--- src/rtl/ieee754_pkg.sv ---
// rtl/ieee754_pkg.sv - shared constants, fp32 field layout and divider states
package ieee754_pkg;

    localparam int          EXP_BIAS = 127;
    localparam logic [31:0] QNAN     = 32'h7FC00000;
    localparam logic [31:0] POS_INF  = 32'h7F800000;

    typedef struct packed {
        logic        sign;
        logic [7:0]  exp;
        logic [22:0] frac;
    } fp32_t;

    typedef enum logic [1:0] {
        IDLE,
        DIVIDE,
        NORM,
        DONE
    } div_state_t;

endpackage

--- src/rtl/ieee754_classify.sv ---
// rtl/ieee754_classify.sv - combinational operand class flags (exponent 0 flushes to zero)
module ieee754_classify
    import ieee754_pkg::*;
(
    input  logic [31:0] op,
    output logic        is_zero,
    output logic        is_inf,
    output logic        is_nan
);

    fp32_t f;
    assign f = op;

    assign is_zero = (f.exp == 8'h00);
    assign is_inf  = (f.exp == 8'hFF) && (f.frac == 23'd0);
    assign is_nan  = (f.exp == 8'hFF) && (f.frac != 23'd0);

endmodule

--- src/rtl/ieee754_divider.sv ---
// rtl/ieee754_divider.sv - iterative fp32 divider, one restoring quotient bit per cycle
// Build option: IEEE754_DIV_ROUND_EN selects round-to-nearest-even instead of truncation.
module ieee754_divider
    import ieee754_pkg::*;
(
    input  logic        clk,
    input  logic        reset,
    input  logic        in_valid,
    output logic        in_ready,
    input  logic [31:0] input_a,
    input  logic [31:0] input_b,
    output logic        out_valid,
    input  logic        out_ready,
    output logic [31:0] result
);

    div_state_t        state, state_nxt;
    fp32_t             a, b;
    logic              a_zero, a_inf, a_nan, b_zero, b_inf, b_nan;
    logic              special;
    logic [31:0]       special_res;
    logic              res_sign;

    logic [23:0]       div_m;
    logic [24:0]       rem, rem_diff, rem_sel, rem_nxt;
    logic [25:0]       quo;
    logic [4:0]        cnt;
    logic signed [9:0] exp_q, exp_n, exp_r;
    logic              sign_q;
    logic [31:0]       result_q, norm_res;

    logic              take;
    logic [24:0]       qn;
    logic              guard, sticky, round_inc;
    logic [23:0]       mant_r;

    assign a = input_a;
    assign b = input_b;

    ieee754_classify u_cls_a (.op(input_a), .is_zero(a_zero), .is_inf(a_inf), .is_nan(a_nan));
    ieee754_classify u_cls_b (.op(input_b), .is_zero(b_zero), .is_inf(b_inf), .is_nan(b_nan));

    assign res_sign = a.sign ^ b.sign;
    assign special  = a_zero | a_inf | a_nan | b_zero | b_inf | b_nan;

    always_comb begin
        special_res = {res_sign, 31'd0};
        if (a_nan || b_nan || (a_zero && b_zero) || (a_inf && b_inf))
            special_res = QNAN;
        else if (a_inf || b_zero)
            special_res = {res_sign, POS_INF[30:0]};
    end

    // Restoring step: remainder stays below twice the divisor, so 25 bits suffice.
    assign take     = (rem >= {1'b0, div_m});
    assign rem_diff = rem - {1'b0, div_m};
    assign rem_sel  = take ? rem_diff : rem;
    assign rem_nxt  = rem_sel << 1;

    assign qn     = quo[25] ? quo[24:0] : {quo[23:0], 1'b0};
    assign exp_n  = quo[25] ? exp_q : exp_q - 10'sd1;
    assign guard  = qn[1];
    assign sticky = qn[0] | (|rem);

`ifdef IEEE754_DIV_ROUND_EN
    assign round_inc = guard & (sticky | qn[2]);
`else
    logic unused_round;
    assign unused_round = &{1'b0, guard, sticky};
    assign round_inc    = 1'b0;
`endif

    // A carry out of the significand leaves frac at zero and bumps the exponent.
    assign mant_r = {1'b0, qn[24:2]} + {23'd0, round_inc};
    assign exp_r  = exp_n + (mant_r[23] ? 10'sd1 : 10'sd0);

    always_comb begin
        norm_res = {sign_q, exp_r[7:0], mant_r[22:0]};
        if (exp_r >= 10'sd255)
            norm_res = {sign_q, POS_INF[30:0]};
        else if (exp_r <= 10'sd0)
            norm_res = {sign_q, 31'd0};
    end

    always_comb begin
        state_nxt = state;
        in_ready  = 1'b0;
        out_valid = 1'b0;
        case (state)
            IDLE: begin
                in_ready = 1'b1;
                if (in_valid)
                    state_nxt = special ? DONE : DIVIDE;
            end
            DIVIDE: if (cnt == 5'd25) state_nxt = NORM;
            NORM:   state_nxt = DONE;
            DONE: begin
                out_valid = 1'b1;
                if (out_ready)
                    state_nxt = IDLE;
            end
            default: state_nxt = IDLE;
        endcase
    end

    always_ff @(posedge clk) begin
        if (!reset) begin
            state    <= IDLE;
            quo      <= '0;
            rem      <= '0;
            cnt      <= '0;
            div_m    <= '0;
            exp_q    <= '0;
            sign_q   <= 1'b0;
            result_q <= '0;
        end else begin
            state <= state_nxt;
            case (state)
                IDLE: if (in_valid) begin
                    sign_q <= res_sign;
                    exp_q  <= 10'(a.exp) - 10'(b.exp) + 10'(EXP_BIAS);
                    rem    <= {2'b01, a.frac};
                    div_m  <= {1'b1, b.frac};
                    quo    <= '0;
                    cnt    <= '0;
                    if (special)
                        result_q <= special_res;
                end
                DIVIDE: begin
                    quo <= {quo[24:0], take};
                    rem <= rem_nxt;
                    cnt <= cnt + 5'd1;
                end
                NORM:    result_q <= norm_res;
                default: ;
            endcase
        end
    end

    assign result = result_q;

endmodule

--- config.mk ---
export PLATFORM = sky130hd
export DESIGN_NAME = ieee754_divider
export DESIGN_NICKNAME = d
export VERILOG_FILES = /design/src/rtl/ieee754_pkg.sv /design/src/rtl/ieee754_classify.sv /design/src/rtl/ieee754_divider.sv
export SDC_FILE = /design/constraint.sdc
export NUM_CORES = 1
export LEC_CHECK = 0
export CAP_MARGIN = 25
export CORE_MARGIN = 5
export CORE_UTILIZATION = 35
export CTS_CLUSTER_DIAMETER = 30
export DETAILED_ROUTE_END_ITERATION = 12
export PLACE_DENSITY_LB_ADDON = 0.3
export SYNTH_ARGS = -nofsm -noshare
export SYNTH_HDL_FRONTEND = slang
export SYNTH_SLANG_ARGS = --single-unit
export TNS_END_PERCENT = 5
--- constraint.sdc ---
create_clock -name clk -period 2.6 [get_ports clk]
set_input_delay 0.65 -clock clk [delete_from_list [all_inputs] [get_ports clk]]
set_output_delay 0.65 -clock clk [all_outputs]
set_load 0.01 [all_outputs]
# == Yosys cells after proc, flatten, opt, wreduce, memory -nomap -nowiden ==
# Cells that the tools add are included.
# totals
regBits,125
in_bits,68
out_inout_bits,34
# op_classes
n_lt_le_gt_ge,3
n_reduce_logical,23
add_sub_neg,5
muxes,23
bitwise_logic,6
eq_ne,10
# ops
operator,n
$mux 32,3
$mux 31,3
$pmux 32 s2,1
$pmux 26 s2,1
$mux 25,2
$pmux 25 s2,1
$logic_not 23->1,2
$reduce_bool 23->1,2
$mux 26,1
$ge 25x24->1,1
$mux 24,1
$sub 24x24->24,1
$eq 8x8->1 const B,2
$logic_not 8->1,2
$add 9x8->10 const B,1
$ge 10x9->1 const B,1
$le 10x1->1 const B,1
$mux 10,1
$pmux 5 s2,1
$sub 10x2->10 const B,1
$sub 8x8->9,1
$mux 2,4
$ne 2x2->1 const B,4
$pmux 2 s4,1
other kinds (14),31

# == Logic depth before layout (Yosys ltp) ==
# Gate-level depths: netlist of run 1.
# logic_depth
ltp_word,10
mapped_depth,13
depth_no_buf,12

# == Hierarchy ==
# Synthesis of run 1 repeated with hierarchy kept, for this count alone.
# hier_totals
cells_unflattened,906
hier_area_um2,7508.5
# modules_own_cells
mod,cells_each,instances,area_per_inst_um2,seq_area_each_um2
ieee754_divider,874,1,7310.8,2502.4
ieee754_classify,16,2,98.8,0.0

# == Worst setup path before layout of run 1 ==
# OpenSTA, ideal clock, no wires.
# synth_timing
kind,input to register
start,input input_a[23]
end,register exp_q[6]
required_ps,2509
setup_time_ps,91
cell_stages,11
slack_ps,-140
arrival_time_ps,2649
cell_sequence,inv_1 ha_1 inv_1 fa_1 a21o_1 a21oi_1 o21bai_1 a211oi_1 a21oi_1 or3_1 a311oi_1
# synth_via
elab_chain_cells,2
# synth_lines
item,line_no,text
start: declaration,ieee754_divider.sv:10,"input logic [31:0] input_a,"
$sub 8x8->9,ieee754_divider.sv:121,exp_q <= 10'(a.exp) - 10'(b.exp) + 10'(EXP_BIAS);
$add 9x8->10,ieee754_divider.sv:121,
end signal: assignment,ieee754_divider.sv:121,
end: declaration,ieee754_divider.sv:28,"logic signed [9:0] exp_q, exp_n, exp_r;"
# Every way passes these cells.
# A chain may end at the register's enable or synchronous reset.

# == Worst setup path in the final report of run 1 ==
# layout_timing
start,register rem[0]
end,register rem[23]
# layout_via
elab_chain_cells,3
word_cells_on_any_way,4
classes_between,add/sub (1); order compare (1); mux (2)
# layout_lines
item,line_no,text
start: declaration,ieee754_divider.sv:25,"logic [24:0] rem, rem_diff, rem_sel, rem_nxt;"
start signal: assignment,ieee754_divider.sv:122,"rem <= {2'b01, a.frac};"
start signal: assignment,ieee754_divider.sv:131,rem <= rem_nxt;
$sub 24x24->24 or $ge 25x24->1 (tied branches),"ieee754_divider.sv:56, ieee754_divider.sv:55",
$mux 24 (*),ieee754_divider.sv:57,assign rem_sel = take ? rem_diff : rem;
$pmux 25 s2 (*),ieee754_divider.sv:118,case (state)
# Mark *: on every way between the ends. The rest lies on a longest branch, timed or not.

==> qor_table.md, run 1 <==
| Metric | This run | Unit |
|:---|:---|:---|
| Outcome | finished clean | - |
| Area growth from synthesis to layout | 46.7 | % |
| ANT cells | 0 | - |
| DR vias | 7654 | - |
| Reported net switching power | 6.26 | mW |
| Final Max Tran Viols | 0 | - |
| Violation count after the first detailed-route iteration | 493 | - |
| Areal power density over the cells | 1280 | nW/µm² |
| Layout cell share with drive strength beyond 1 | 27.1 | % |
| Routability Congestion | 0.895 | - |
| Number of standard cells after synthesis | 942 | - |
| Ys Warns | 0 | - |
| Max-cap violation count | 0 | - |
| Static leakage | 4.41 | nW |
| Transition time of the tightest slew-check pin | 0.585 | ns |
| CTS sink count | 125 | - |
| Critical Path Max Stage Delay | 0.38 | ns |
| Sw Share | 43.6 | % |
| Number of flip-flops and latches in the synthesized netlist | 125 | - |
| Arrival time of the worst setup path | 2.94 | ns |
| Die area | 24800 | µm² |
| Critical path launch point type | flip-flop | - |
| Distinct cell type count of the synthesized netlist | 79 | - |
| Placed cells | 1432 | - |
| Cell family with most CP delay | compound AO/OA/AOI/OAI gates | - |
| Count of buffers inserted at the top-level ports | 101 | - |
| Number of global-route vias before repair | 7259 | - |
| Number of nets in the finished design | 1291 | - |
| Final-report setup violation count | 0 | - |
| Total number of placement rows | 54 | - |
| Worst IR drop on VDD | 0.725 | mV |
| Setup WS post-layout | 0.000775 | ns |
| Filler instances | 2038 | - |
| RSZ-0062 raised after global routing | yes | - |
| Most used cell, CP | sky130_fd_sc_hd__a21oi_2 | - |
| Final critical-path required period | 2.60 | ns |
| Die boundary width | 158 | µm |
| Worst-case headroom to the max-slew limit | 61.0 | % |
| Clock Root Buffer | sky130_fd_sc_hd__clkbuf_16 | - |
| Aggregate global routing overflow | 0 | - |
| Hold violation total from the final report | 0 | - |
| Cell with the largest stage delay on the worst path | sky130_fd_sc_hd__fa_2 | - |
| Number of antenna violations at the first check in global routing | 0 | - |
| Top fanout value on the critical path | 3 | - |
| Top-level port count | 102 | - |
| Proportion of synthesized flip-flops having asynchronous set or reset | 0 | % |
| Clock network fraction of total power | 17.4 | % |
| Wire length of the first global-routing pass | 35900 | µm |
| Final Instance Count excl. Fillers | 1474 | - |
| Count of H-tree levels built during CTS | 4 | - |
| TritonCTS clock tree | yes | - |
| Synthesized net count | 1052 | - |
| Worst setup EP type | flip-flop | - |
| Worst Setup Path Type | flip-flop to flip-flop | - |
| Core Region | 21600 | µm² |
| Dominant synthesized flop cell | sky130_fd_sc_hd__dfxtp_1 | - |
| Cts bufs inserted | 17 | - |
| Class of the worst hold path | flip-flop to flip-flop | - |
| Number of buffers and inverters on the critical path | 1 | - |
| Detailed-route wire length | 23300 | µm |
| Y dimension of the die | 158 | µm |
| Worst slack after detailed placement | -0.723 | ns |
| Pint | 8.09 | mW |
| Sum of net half-perimeters after detailed placement | 16900 | µm |
| Detailed-route DRC error count | 0 | - |
| Clock transition at the registers of the reported paths | 0.06 | ns |
| Maximum number of pins on one net before global-route repair | 41 | - |
| Overall Global Routing Usage | 17.7 | % |
| Data required time at the worst endpoint | 2.94 | ns |
| Final period utilization | 100 | % |
| Count of TritonRoute iterations in the first routing pass | 5 | - |
| Total standard cell area after synthesis | 7620 | µm² |
| Clock insertion delay at the later pin of the skew report | 0.42 | ns |
| Mean Syn Cell Area | 8.09 | µm² |
| Post-detailed-route via-to-cell ratio | 5.19 | - |
| Sequential power share | 18.4 | % |
| Buffers from clock root to sink, at most | 2 | - |
| Final core occ | 51.7 | % |
| Proportion of synthesized chip area in sequential cells | 32.8 | % |
| Fmax | 0.385 | GHz |
| Proportion of power drawn by combinational gates | 64.2 | % |
| Number of enable flip-flop cells after synthesis | 0 | - |
| Multi-input gate area in the final layout | 5110 | µm² |
| Quantity of hold-fixing buffers added after cts | 0 | - |
| Worst Clk Skew | 0.00750 | ns |
| Number of antenna-violating nets in the routed design | 0 | - |
| Register Area | 2510 | µm² |
| Starting density of the core | 35.3 | % |
| Cell Chain, Critical Path | inv_1 -> ha_1 -> fa_2 -> nor2b_4 -> o31ai_4 -> a21oi_2 -> o21ai_2 -> a21oi_2 -> a41oi_2 -> mux2_2 -> a211oi_2 | - |
| Average routed wire per standard cell | 15.8 | µm |
[cells by family after synthesis]
logic type,count (synthesis),share of synthesized area (%)
XOR/XNOR,34,4.15
AO/OA/AOI/OAI,281,26.4
AND/OR/NAND/NOR,329,20.3
buffers and inverters,106,5.91
adder cells (fa/ha/maj),42,7.09
multiplexers,25,3.32
flip-flops,125,32.8
[tightest hold or removal path, cell delays in order, from the launching register on]
cell and delay (ns):
sky130_fd_sc_hd__dfxtp_2 0.32, sky130_fd_sc_hd__nand2_1 0.05, sky130_fd_sc_hd__a21oi_1 0.05
[state kept, by name, indices dropped and copies added, names as in the netlist]
| register | cells |
|---|---|
| result | 32 |
| quo | 26 |
| rem | 25 |
| div_m | 24 |
| exp_q | 10 |
| cnt | 5 |
| state | 2 |
| sign_q | 1 |
[routing by layer]
layer  share of wire (%)  vias to the layer above  global-route usage [%]
met3                 3.8                       19                    2.76
met5                   0                        -                       0
met4                0.98                        0                    4.10
met1                  48                     3575                    24.9
met2                  47                      158                    28.6
li1                    -                     3902                       -
[cells in the mapped netlist (20+ instances only)]
library cell | n | area share, %
sky130_fd_sc_hd__dfxtp_1 | 125 | 33
sky130_fd_sc_hd__nand2_1 | 105 | 5.2
sky130_fd_sc_hd__nor2_1 | 105 | 5.2
sky130_fd_sc_hd__a21oi_1 | 66 | 4.3
sky130_fd_sc_hd__inv_1 | 53 | 2.6
sky130_fd_sc_hd__o21ai_0 | 41 | 2.7
sky130_fd_sc_hd__ha_1 | 40 | 6.6
sky130_fd_sc_hd__clkbuf_1 | 38 | 1.9
sky130_fd_sc_hd__a22oi_1 | 26 | 2.6
sky130_fd_sc_hd__nand3_1 | 25 | 1.6
sky130_fd_sc_hd__mux2i_1 | 23 | 3.0
sky130_fd_sc_hd__xnor2_1 | 21 | 2.4
sky130_fd_sc_hd__o21ai_2 | 20 | 2.3
[final timing paths]
| kind | from | slack, ns | endpoint | cells after the start |
|---|---|---|---|---|
| worst min register to register | div_m[3] | 0.45 | div_m[3] | 2 |
| worst max-delay path | rem[0] | 0.0008 | rem[23] | 11 |
| worst max register to register | rem[0] | 0.0008 | rem[23] | 11 |
| worst min-delay path | div_m[3] | 0.45 | div_m[3] | 2 |
[metrics by stage]
stage	cell area, µm²	TNS, ns	hold slack, ns	power [mW]
final	11200	0	0.450	14.4
after global routing	11200	-0.315	0.472	15.2
after floorplan	7630	0	0.436	7.40
after CTS	10800	0	0.456	13.4
after global placement	10000	-18.06	0.436	10.5
after detailed placement	10000	-19.36	0.445	10.5
[cells in the final DEF, fill, tap and decap left out, types with 7 or more instances in the layout]
master and instances:
sky130_fd_sc_hd__nand2_1 105, sky130_fd_sc_hd__ha_1 25, sky130_fd_sc_hd__xor2_1 12, sky130_fd_sc_hd__o21ai_0 40, sky130_fd_sc_hd__dfxtp_2 9, sky130_fd_sc_hd__xnor2_1 19, sky130_fd_sc_hd__inv_1 50, sky130_fd_sc_hd__dfxtp_1 116
sky130_fd_sc_hd__a211oi_1 7, sky130_fd_sc_hd__nor2_1 101, sky130_fd_sc_hd__o21ai_2 22, sky130_fd_sc_hd__buf_4 161, sky130_fd_sc_hd__a32o_1 11, sky130_fd_sc_hd__nand3_1 24, sky130_fd_sc_hd__mux2i_1 23, sky130_fd_sc_hd__nand4_1 15
sky130_fd_sc_hd__o211ai_1 16, sky130_fd_sc_hd__ha_4 12, sky130_fd_sc_hd__a21oi_2 12, sky130_fd_sc_hd__nor3_1 15, sky130_fd_sc_hd__nor4_1 13, sky130_fd_sc_hd__a22oi_1 26, sky130_fd_sc_hd__clkdlybuf4s50_1 90, sky130_fd_sc_hd__a21oi_1 53
sky130_fd_sc_hd__clkbuf_16 19, sky130_fd_sc_hd__a21o_1 15
[final cells by class]
type | count | share of cell area, %
multi-input combinational | 711 | 45.7
sequential | 125 | 22.5
timing repair buffer | 273 | 21.4
clock buffer | 18 | 3.84
tap | 280 | 3.13
inverter | 53 | 1.78
clock inverter | 14 | 1.65
[timing repair]
| action | CTS | global route |
|---|---|---|
| buffers inserted | 4 | 3 |
| gates resized for setup | 33 | 67 |
| gates cloned | 0 | 3 |
| endpoints found under the setup margin | 46 | 56 |
| pin swaps | 20 | 38 |
[power by group through the flow]
stage | clock network [mW] | registers (mW) | logic, mW
6_report | 2.50 | 2.65 | 9.21
5_1_grt | 2.64 | 2.67 | 9.92
4_1_cts | 2.54 | 2.60 | 8.29
3_5_place_dp | 0 | 2.62 | 7.90
3_3_place_gp | 0 | 2.62 | 7.84
2_1_floorplan | 0 | 2.51 | 4.89
Note: power is estimated with default switching activity, not from simulation.
==> run 2: changes to the inputs <==
CAP_MARGIN = 20   (was 25)
SLEW_MARGIN = 10   (was unset)
==> results of run 2 <==
Final layout, timing and power as in run 1 (identical DEF).
==> run 3: changes to the inputs <==
CORE_UTILIZATION = 47   (was 35)
==> run 3 against run 2 <==
Clock-buffer cell count down 1. Worst setup slack better by 0.027 ns. Cell count down 5.3%. Die area down 24%.
==> qor_table.md, run 3 (synthesized netlist as in run 1, its figures left out) <==
| Metric | This run | Unit |
|:---|:---|:---|
| Static leakage | 4.33 | nW |
| Die boundary width | 137 | µm |
| Sum of net half-perimeters after detailed placement | 16000 | µm |
| Critical Path Max Stage Delay | 0.49 | ns |
| Transition time of the tightest slew-check pin | 0.553 | ns |
| Worst Setup Path Type | flip-flop to flip-flop | - |
| Worst slack after detailed placement | -0.598 | ns |
| Worst-case headroom to the max-slew limit | 63.1 | % |
| Number of global-route vias before repair | 7306 | - |
| Top fanout value on the critical path | 5 | - |
| Die area | 18900 | µm² |
| Worst Clk Skew | 0.00967 | ns |
| Max-cap violation count | 0 | - |
| Hold violation total from the final report | 0 | - |
| Final instance area | 11000 | µm² |
| Number of antenna-violating nets in the routed design | 0 | - |
| Proportion of power drawn by combinational gates | 65.5 | % |
| Aggregate global routing overflow | 0 | - |
| Y dimension of the die | 137 | µm |
| Layout cell share with drive strength beyond 1 | 27.2 | % |
| Number of antenna violations at the first check in global routing | 0 | - |
| Maximum number of pins on one net before global-route repair | 38 | - |
| Sw Share | 43.8 | % |
| Class of the worst hold path | flip-flop to flip-flop | - |
| Detailed-route wire length | 22800 | µm |
| Reg-to-reg critical path startpoint | exp_q[0] | - |
| Overall Global Routing Usage | 23.2 | % |
| Post-detailed-route via-to-cell ratio | 5.58 | - |
| DR vias | 7791 | - |
| Clock insertion delay at the later pin of the skew report | 0.42 | ns |
| Routability Congestion | 0.949 | - |
| Core Region | 15900 | µm² |
| Final-report setup violation count | 0 | - |
| Worst setup EP type | flip-flop | - |
| Wire length of the first global-routing pass | 35200 | µm |
| Areal power density over the cells | 1310 | nW/µm² |
| Clock network fraction of total power | 16.1 | % |
| Detailed-route DRC error count | 0 | - |
| Number of nets in the finished design | 1277 | - |
| Outcome | finished clean | - |
| Starting density of the core | 48.0 | % |
| Reported net switching power | 6.31 | mW |
| Cell Chain, Critical Path | inv_1 -> ha_4 -> or4_4 -> a2111oi_4 -> o211ai_1 -> and2_4 -> o211ai_4 -> clkbuf_16 -> o21ai_2 | - |
| Top-level port count | 102 | - |
| Total design power | 14.4 | mW |
| Beginning of the critical path | exp_q[0] | - |
| Sequential power share | 18.3 | % |
| Clock Root Buffer | sky130_fd_sc_hd__clkbuf_16 | - |
| Count of H-tree levels built during CTS | 4 | - |
| Quantity of hold-fixing buffers added after cts | 0 | - |
| Final critical-path required period | 2.57 | ns |
| Area growth from synthesis to layout | 44.4 | % |
| Most common cell after layout, fill and taps aside | sky130_fd_sc_hd__buf_4 | - |
| Filler instances | 1248 | - |
| ANT cells | 0 | - |
| Max FFs per register | 32 | - |
| Count of TritonRoute iterations in the first routing pass | 5 | - |
| Data required time at the worst endpoint | 2.91 | ns |
| Clock transition at the registers of the reported paths | 0.06 | ns |
| Final period utilization | 99.0 | % |
| Cell with the largest stage delay on the worst path | sky130_fd_sc_hd__or4_4 | - |
| Buffers from clock root to sink, at most | 2 | - |
| Violation count after the first detailed-route iteration | 578 | - |
| TritonCTS clock tree | yes | - |
| Fmax | 0.389 | GHz |
| CTS sink count | 125 | - |
| Pint | 8.10 | mW |
| Critical path launch point type | flip-flop | - |
| Cts bufs inserted | 17 | - |
| Final Max Tran Viols | 0 | - |
| Total number of placement rows | 46 | - |
| Worst IR drop on VDD | 0.654 | mV |
| Post-Place Cell Area | 9770 | µm² |
| Final core occ | 69.3 | % |
| Setup WS post-layout | 0.0273 | ns |
| Arrival time of the worst setup path | 2.88 | ns |
| Most frequent cells in the layout | 146 x sky130_fd_sc_hd__buf_4, 110 x sky130_fd_sc_hd__dfxtp_1, 105 x sky130_fd_sc_hd__nand2_1 | - |
| Average routed wire per standard cell | 16.4 | µm |
| Source of the worst hold timing path | result[8] | - |
| RSZ-0062 raised after global routing | yes | - |
| Count of buffers inserted at the top-level ports | 101 | - |
-- run 3: path summary, 6_finish.rpt --
kind               end  cells after the start  slack [ns]
min reg2reg  result[8]                      2        0.45
max reg2reg  result[8]                      9        0.03
max          result[8]                      9        0.03
min          result[8]                      2        0.45
-- run 3: repair_timing --
action	CTS	global route
buffers inserted	4	11
pin swaps	21	40
resized for setup	37	75
setup endpoints to repair	54	57
gates cloned	0	4
-- run 3: through the flow --
step	std cells	hold WS, ns	TNS [ns]
2_1_floorplan	942	0.436	0
3_3_place_gp	1345	0.435	-16.54
3_5_place_dp	1345	0.440	-19.53
4_1_cts	1381	0.454	0
5_1_grt	1396	0.467	-0.658
6_report	1396	0.450	0
-- run 3: area by class of cell --
class | instances | area, µm² | share of cell area, %
multi-input combinational | 711 | 5120 | 46.5
sequential | 125 | 2520 | 22.9
timing repair buffer | 259 | 2320 | 21.1
clock buffer | 17 | 425 | 3.86
tap | 216 | 270 | 2.46
inverter | 53 | 199 | 1.81
clock inverter | 15 | 150 | 1.36
-- run 3: power by group through the flow --
stage               registers [mW]  clock network (mW)  logic (mW)
floorplan                     2.51                   0        4.89
global placement              2.60                   0        7.57
detailed placement            2.61                   0        7.68
CTS                           2.58                2.35        8.18
global route                  2.67                2.45        10.2
finish                        2.64                2.33        9.44
-- run 3: critical path: cells and delay by family, from the launching register on --
family                   cells  cell delay (ns)
AO/OA/AOI/OAI                4             0.88
adder cells (fa/ha/maj)      1             0.25
buffers and inverters        2             0.29
flip-flops                   1             0.32
AND/OR/NAND/NOR              2             0.70
-- run 3: metal layers --
metal,vias up,share of wire (%),track usage [%]
met2,261,47,37.1
met4,0,3.1,9.70
met5,-,0,0
met1,3601,44,30.4
li1,3878,-,-
met3,51,5.7,4.86
==> RTL change 1: new RTL, flow settings as in run 2 <==
Add a define of `IEEE754_DIV_ROUND_EN`.
--- a/src/rtl/ieee754_divider.sv
+++ b/src/rtl/ieee754_divider.sv
@@ -1,5 +1,7 @@
 // rtl/ieee754_divider.sv - iterative fp32 divider, one restoring quotient bit per cycle
 // Build option: IEEE754_DIV_ROUND_EN selects round-to-nearest-even instead of truncation.
+`define IEEE754_DIV_ROUND_EN
+
 module ieee754_divider
     import ieee754_pkg::*;
 (
Check against the original RTL: same outputs for any inputs over 4 cycles, from zero or initial values and one cycle with reset low; that may be too few to reach the edited logic, so the function may still have changed.
==> RTL change 1 against run 2 <==
The run now ends with setup timing left. Worst setup slack got worse by 1300 ps. Sequential power decreased by 5%. Routed wire length increased by 14%. Clock skew rose by 4.4 ps. Sequential share of layout area decreased by 2.3 points. Power fell by 4.4%. Area after synthesis increased by 9.2%. Design area up 11%. Sequential cell count stayed put. Die area rose by 8.6%. Critical path type unchanged. Highest routed layer unchanged.
==> RTL change 1: results (changes against run 2) <==
| Metric | Value |
|---|---|
| Status | `finished with violations` |
| Violated checks | `setup timing` |
| Worst Max-Slew Pin Slew | `789.0 ps (+204.0 ps)` |
| Leakage | `5.081 nW (+15%)` |
| Setup TNS | `-42,180 ps (-42,180 ps)` |
| Hold WC Path Type | `flop to flop` |
| Synth Warn # | `0 (unchanged)` |
| Post-synth top flop | `dfxtp_1` |
| Synth area leaders | `dfxtp_1 (30%), ha_1 (6.5%), a21oi_1 (5.8%)` |
| PnR worst setup slack | `-1250 ps (-1251 ps)` |
| Psw | `0.005835 W (-6.8%)` |
| GRT Util Overall | `0.1996 (+0.02277)` |
| Routability congestion estimate from global placement | `0.9024 (+0.83%)` |
| Clk buf depth | `2 (unchanged)` |
| Clock Latency Late Sink | `430 ps` |
| Largest register FFs | `32 (unchanged)` |
| Synth cell count leaders | `dfxtp_1 (125), nand2_1 (102), a21oi_1 (97), nor2_1 (86), inv_1 (56)` |
| Number of global-route vias before repair | `8,778 (+21%)` |
| Final WL | `26,690 µm (+14%)` |
| Drt first pass iters | `5 (unchanged)` |
| Initial DRC count | `500 (+1.4%)` |
| Sequential fraction of the synthesis area | `0.3006 (-0.02767)` |
| Largest stage delay on the critical path | `390 ps` |
| Post-synthesis async set-or-reset flop share | `0 (unchanged)` |
| CP arrival | `4170 ps (+1230 ps)` |
| Final HPWL DP | `19,890 µm (+18%)` |
| Slowest cell on crit path | `a2111o_1` |
| Pre-CTS setup slack | `-1487 ps (-764.0 ps)` |
| FILL cells | `2,204 (+8.1%)` |
| Setup Skew | `11.92 ps (+4.419 ps)` |
| Peak supply drop | `734.3 µV (+1.3%)` |
| Netlist cell types | `81 (+2.5%)` |
| Nets | `1,484 (+15%)` |
| Clock root cell | `clkbuf_16` |
| Area of placed instances | `11,530 µm² (+15%)` |
| IO buf count | `101 (unchanged)` |
| CP max FO | `5 (+2)` |
| Largest net degree at the start of global routing | `72 (+76%)` |
| Vias post-DR | `8,907 (+16%)` |
| H-tree depth | `4 (unchanged)` |
| Worst path top cell family by delay | `simple AND/OR/NAND/NOR gates` |
| Fraction of layout cells with a size suffix above 1 | `0.2753 (+0.003932)` |
| Setup violations, final | `62 (+62)` |
| Antenna cells | `0 (unchanged)` |
| Initial antenna violation count | `0 (unchanged)` |
| First-pass GRT wire length | `43,570 µm (+21%)` |
| Mapped Nets | `1,156 (+9.9%)` |
-- RTL change 1: cell types whose count changed after synthesis, sizes merged, moves of 8 or more --
cell,delta
xor2,+11
xnor2,+12
or3,+11
nor4,+11
a32o,-10
a221o,+9
o21ai,-25
o211ai,-11
a21oi,+30
nor2,-20
a22o,+23
nand3,-8
a211oi,+15
nor3b,+10
-- RTL change 1: final cells by class --
cell class	instances	share of cell area
clock buffer	17	0.03423
inverter	58	0.01752
sequential	125	0.2019
tap	319	0.03212
timing repair buffer	367	0.2495
multi-input combinational	802	0.4526
clock inverter	15	0.01218
-- RTL change 1: worst paths after layout --
kind	from	to	depth (start not counted)
worst max-delay path	quo[25]	result[10]	18
worst min-delay path	sign_q	result[31]	2
worst max register to register	quo[25]	result[10]	18
worst min register to register	sign_q	result[31]	2
-- RTL change 1: per-layer routing --
layer | track usage | routed length (µm)
met5 | 0 | 0
met1 | 0.2625 | 12290
met4 | 0.07244 | 774
met2 | 0.3260 | 12400
met3 | 0.03814 | 1223
-- RTL change 1: through the flow --
step / utilization / cells / power [W] / hold WS (ps)
2_1_floorplan: - / 1043 / 0.007538 / 432.3
3_3_place_gp: 0.4914 / 1663 / 0.01095 / 440.3
3_5_place_dp: 0.4914 / 1663 / 0.01100 / 449.8
4_1_cts: 0.5228 / 1699 / 0.01362 / 458.6
5_1_grt: 0.5294 / 1703 / 0.01474 / 479.1
6_report: 0.5294 / 1703 / 0.01372 / 455.3
-- RTL change 1: cell families (layout without fill, tap and decap cells) --
logic type	after synthesis	count (layout)	synth area share
simple gates	359	360	0.2212
fa+ha+maj	45	45	0.06943
xor+xnor	57	57	0.06177
buf+inv	117	457	0.05650
compound gates	305	305	0.2474
mux	35	35	0.04313
flops	125	125	0.3006
-- RTL change 1: worst register-to-register path, stage by stage (launching register included) --
cell and delay [ps]:
dfxtp_4 360, nand2b_4 140, a2111o_1 390, nor3_2 230
and4_4 280, nand3_4 80, nor4_4 150, ha_2 240
nor3b_4 240, a21oi_4 110, or3_4 360, a21oi_4 140
o21ai_2 70, nor4b_2 310, buf_4 200, buf_12 110
nor3b_4 40, buf_6 130, a22o_1 180
-- RTL change 1: repair_timing --
item	in CTS	in global routing
setup buffers	3	5
hold endpoints to repair	0	0
endpoints found under the setup margin	62	64
hold buffers	0	0
cloned	1	0
pin swaps	18	12
gates resized for setup	25	27
-- RTL change 1: power by group through the flow --
stage          clock network (W)  registers [W]  logic, W
2_1_floorplan                  0        0.00254   0.00499
3_3_place_gp                   0        0.00253   0.00842
3_5_place_dp                   0        0.00254   0.00846
4_1_cts                  0.00237        0.00251   0.00875
5_1_grt                  0.00244        0.00255   0.00974
6_report                 0.00232        0.00251   0.00889
==> RTL change 2: new RTL, config.mk and constraints of run 2 <==
Without the edit above. Encoding of `div_state_t`: now one-hot (4 bits for 4 states).
--- a/src/rtl/ieee754_pkg.sv
+++ b/src/rtl/ieee754_pkg.sv
@@ -11,11 +11,11 @@
         logic [22:0] frac;
     } fp32_t;
 
-    typedef enum logic [1:0] {
-        IDLE,
-        DIVIDE,
-        NORM,
-        DONE
+    typedef enum logic [3:0] {
+        IDLE   = 4'b0001,
+        DIVIDE = 4'b0010,
+        NORM   = 4'b0100,
+        DONE   = 4'b1000
     } div_state_t;
 
 endpackage
Check against the original RTL: same outputs for any inputs over 4 cycles, from zero or initial values and one cycle with reset low; so few cycles prove little.
==> RTL change 2 against run 2 <==
The run now ends with setup timing left. Sequential cell count rose by 2. Final cell count up 0.88%. Critical path type unchanged. Routed wire length shrank 9.0%. Sequential share of layout area rose by 1.2 points. Area after synthesis shrank 1.0%. Design area is 3.5% lower. Worst setup slack got worse by 58 ps. Die area shrank 0.95%.
Power is not compared: it rests on default switching activity, and its combinational part moved more than twofold at a synthesized area within 25%.
==> RTL change 2: results (changes against run 2) <==
| Metric | Value |
|---|---|
| Status | `finished with violations` |
| Violated checks | `setup timing` |
| Clock Latency Late Sink | `430 ps` |
| Hold WC Path Type | `flop to flop` |
| Largest stage delay on the critical path | `360 ps (-20 ps)` |
| Slowest cell on crit path | `dfxtp_4` |
| Nets | `1,305 (+1.1%)` |
| Setup violations, final | `4 (+4)` |
| Initial DRC count | `377 (-24%)` |
| Mapped Nets | `1,087 (+3.3%)` |
| Antenna cells | `0 (unchanged)` |
| Setup Skew | `10.03 ps (+2.524 ps)` |
| TritonCTS Buffers | `17 (unchanged)` |
| Synth area leaders | `dfxtp_1 (34%), nand2_1 (9.6%), a21oi_1 (6.4%)` |
| Synth cell count leaders | `nand2_1 (193), dfxtp_1 (127), a21oi_1 (97), inv_1 (51), nor2_1 (49)` |
| Tot Pwr | `0.007278 W` |
| FILL cells | `2,021 (-0.83%)` |
| Peak supply drop | `395.5 µV` |
| GRT Util Overall | `0.1731 (-0.003784)` |
| Worst Max-Slew Pin Slew | `575.1 ps (-9.936 ps)` |
| Final HPWL DP | `15,880 µm (-5.8%)` |
| Largest net degree at the start of global routing | `51 (+24%)` |
| Syn avg cell area | `7.692 µm² (-5.0%)` |
| Area of placed instances | `9936 µm² (-0.87%)` |
| Fraction of layout cells with a size suffix above 1 | `0.2302 (-0.04116)` |
| Post-synthesis async set-or-reset flop share | `0 (unchanged)` |
| Worst Reg2Reg Path Length in Cells | `12 (+1)` |
| Via density | `5.115 (-1.5%)` |
| PnR worst setup slack | `-57.25 ps (-58.02 ps)` |
| Sequential fraction of the synthesis area | `0.3369 (+0.008680)` |
| Clk buf depth | `2 (unchanged)` |
| Netlist cell types | `71 (-10%)` |
| CP arrival | `2990 ps (+50 ps)` |
| Routability congestion estimate from global placement | `0.9105 (+1.7%)` |
| Avg WL per Cell | `14.28 µm (-9.8%)` |
| Reg-to-Reg End | `rem[21]` |
| Number of global-route vias before repair | `7,425 (+2.3%)` |
| First-pass GRT wire length | `34,820 µm (-3.0%)` |
| Final WL | `21,240 µm (-9.0%)` |
==> RTL change 2: cell types whose count changed in the layout (fill, tap and decap cells not counted), sizes merged, moves of 13 or more <==
cell           run 2  this run
nand2            106       193
nor2             106        49
a21oi             67        98
a22oi             26         1
nand3             25        47
buf              170       154
o211ai            17         4
==> RTL change 2: layer usage <==
| metal | wire length [µm] | share of wire | GRT usage | up-vias |
|---|---|---|---|---|
| met5 | 0 | 0 | 0 | - |
| met4 | 380 | 0.018 | 0.05331 | 0 |
| met3 | 902 | 0.042 | 0.03236 | 27 |
| met2 | 10400 | 0.49 | 0.3007 | 151 |
| met1 | 9550 | 0.45 | 0.2174 | 3543 |
| li1 | - | - | - | 3885 |
==> RTL change 2: final cells by class <==
cell class | count | area (µm²) | area share
clock buffers | 17 | 425.4 | 0.03942
multi-input cells | 747 | 4833 | 0.4478
clock inverters | 15 | 166.4 | 0.01542
repair buffers | 255 | 2278 | 0.2111
flip-flops and latches | 127 | 2554 | 0.2366
inverters | 51 | 191.4 | 0.01774
well taps | 275 | 344.1 | 0.03188
==> RTL change 2: repair_timing <==
action	CTS	global route
endpoints found under the setup margin	41	56
pin swaps	24	22
setup buffers	3	1
gates resized for setup	41	28
hold buffers	0	0
==> RTL change 2: how the worst min path moves through the flow <==
| stage | startpoint | to | slack (ps) | depth (start not counted) |
|---|---|---|---|---|
| finish | result[20] | result[20] | 450 | 2 |
| global route | result[16] | result[16] | 470 | 2 |
| CTS | quo[0] | quo[1] | 450 | 2 |
| detailed placement | result[20] | result[20] | 440 | 2 |
| global placement | result[12] | result[12] | 440 | 2 |
| floorplan | quo[0] | quo[1] | 430 | 2 |
==> RTL change 2: logic make-up after synthesis <==
group / Yosys count / synth area share
simple gates: 403 / 0.2547
fa+ha+maj: 38 / 0.06500
xor+xnor: 36 / 0.04278
flops: 127 / 0.3369
mux: 28 / 0.03731
compound gates: 242 / 0.2043
buf+inv: 107 / 0.05903
==> RTL change 2: through the flow <==
| stage | utilization | setup TNS (ps) | hold slack [ps] | worst slack, ps |
|---|---|---|---|---|
| 2_1_floorplan | - | -1308 | 432.1 | -57.26 |
| 3_3_place_gp | 0.4697 | -17780 | 440.2 | -647.8 |
| 3_5_place_dp | 0.4697 | -18300 | 441.9 | -694.0 |
| 4_1_cts | 0.5043 | -367.2 | 454.4 | -109.5 |
| 5_1_grt | 0.5102 | -4670 | 472.9 | -182.5 |
| 6_report | 0.5102 | -178.8 | 453.8 | -57.25 |
==> RTL change 2: tightest hold or removal path, cell delays in order, from the launching register on <==
cell and delay (ps):
dfxtp_1 320, nand2_1 60, o21ai_2 40
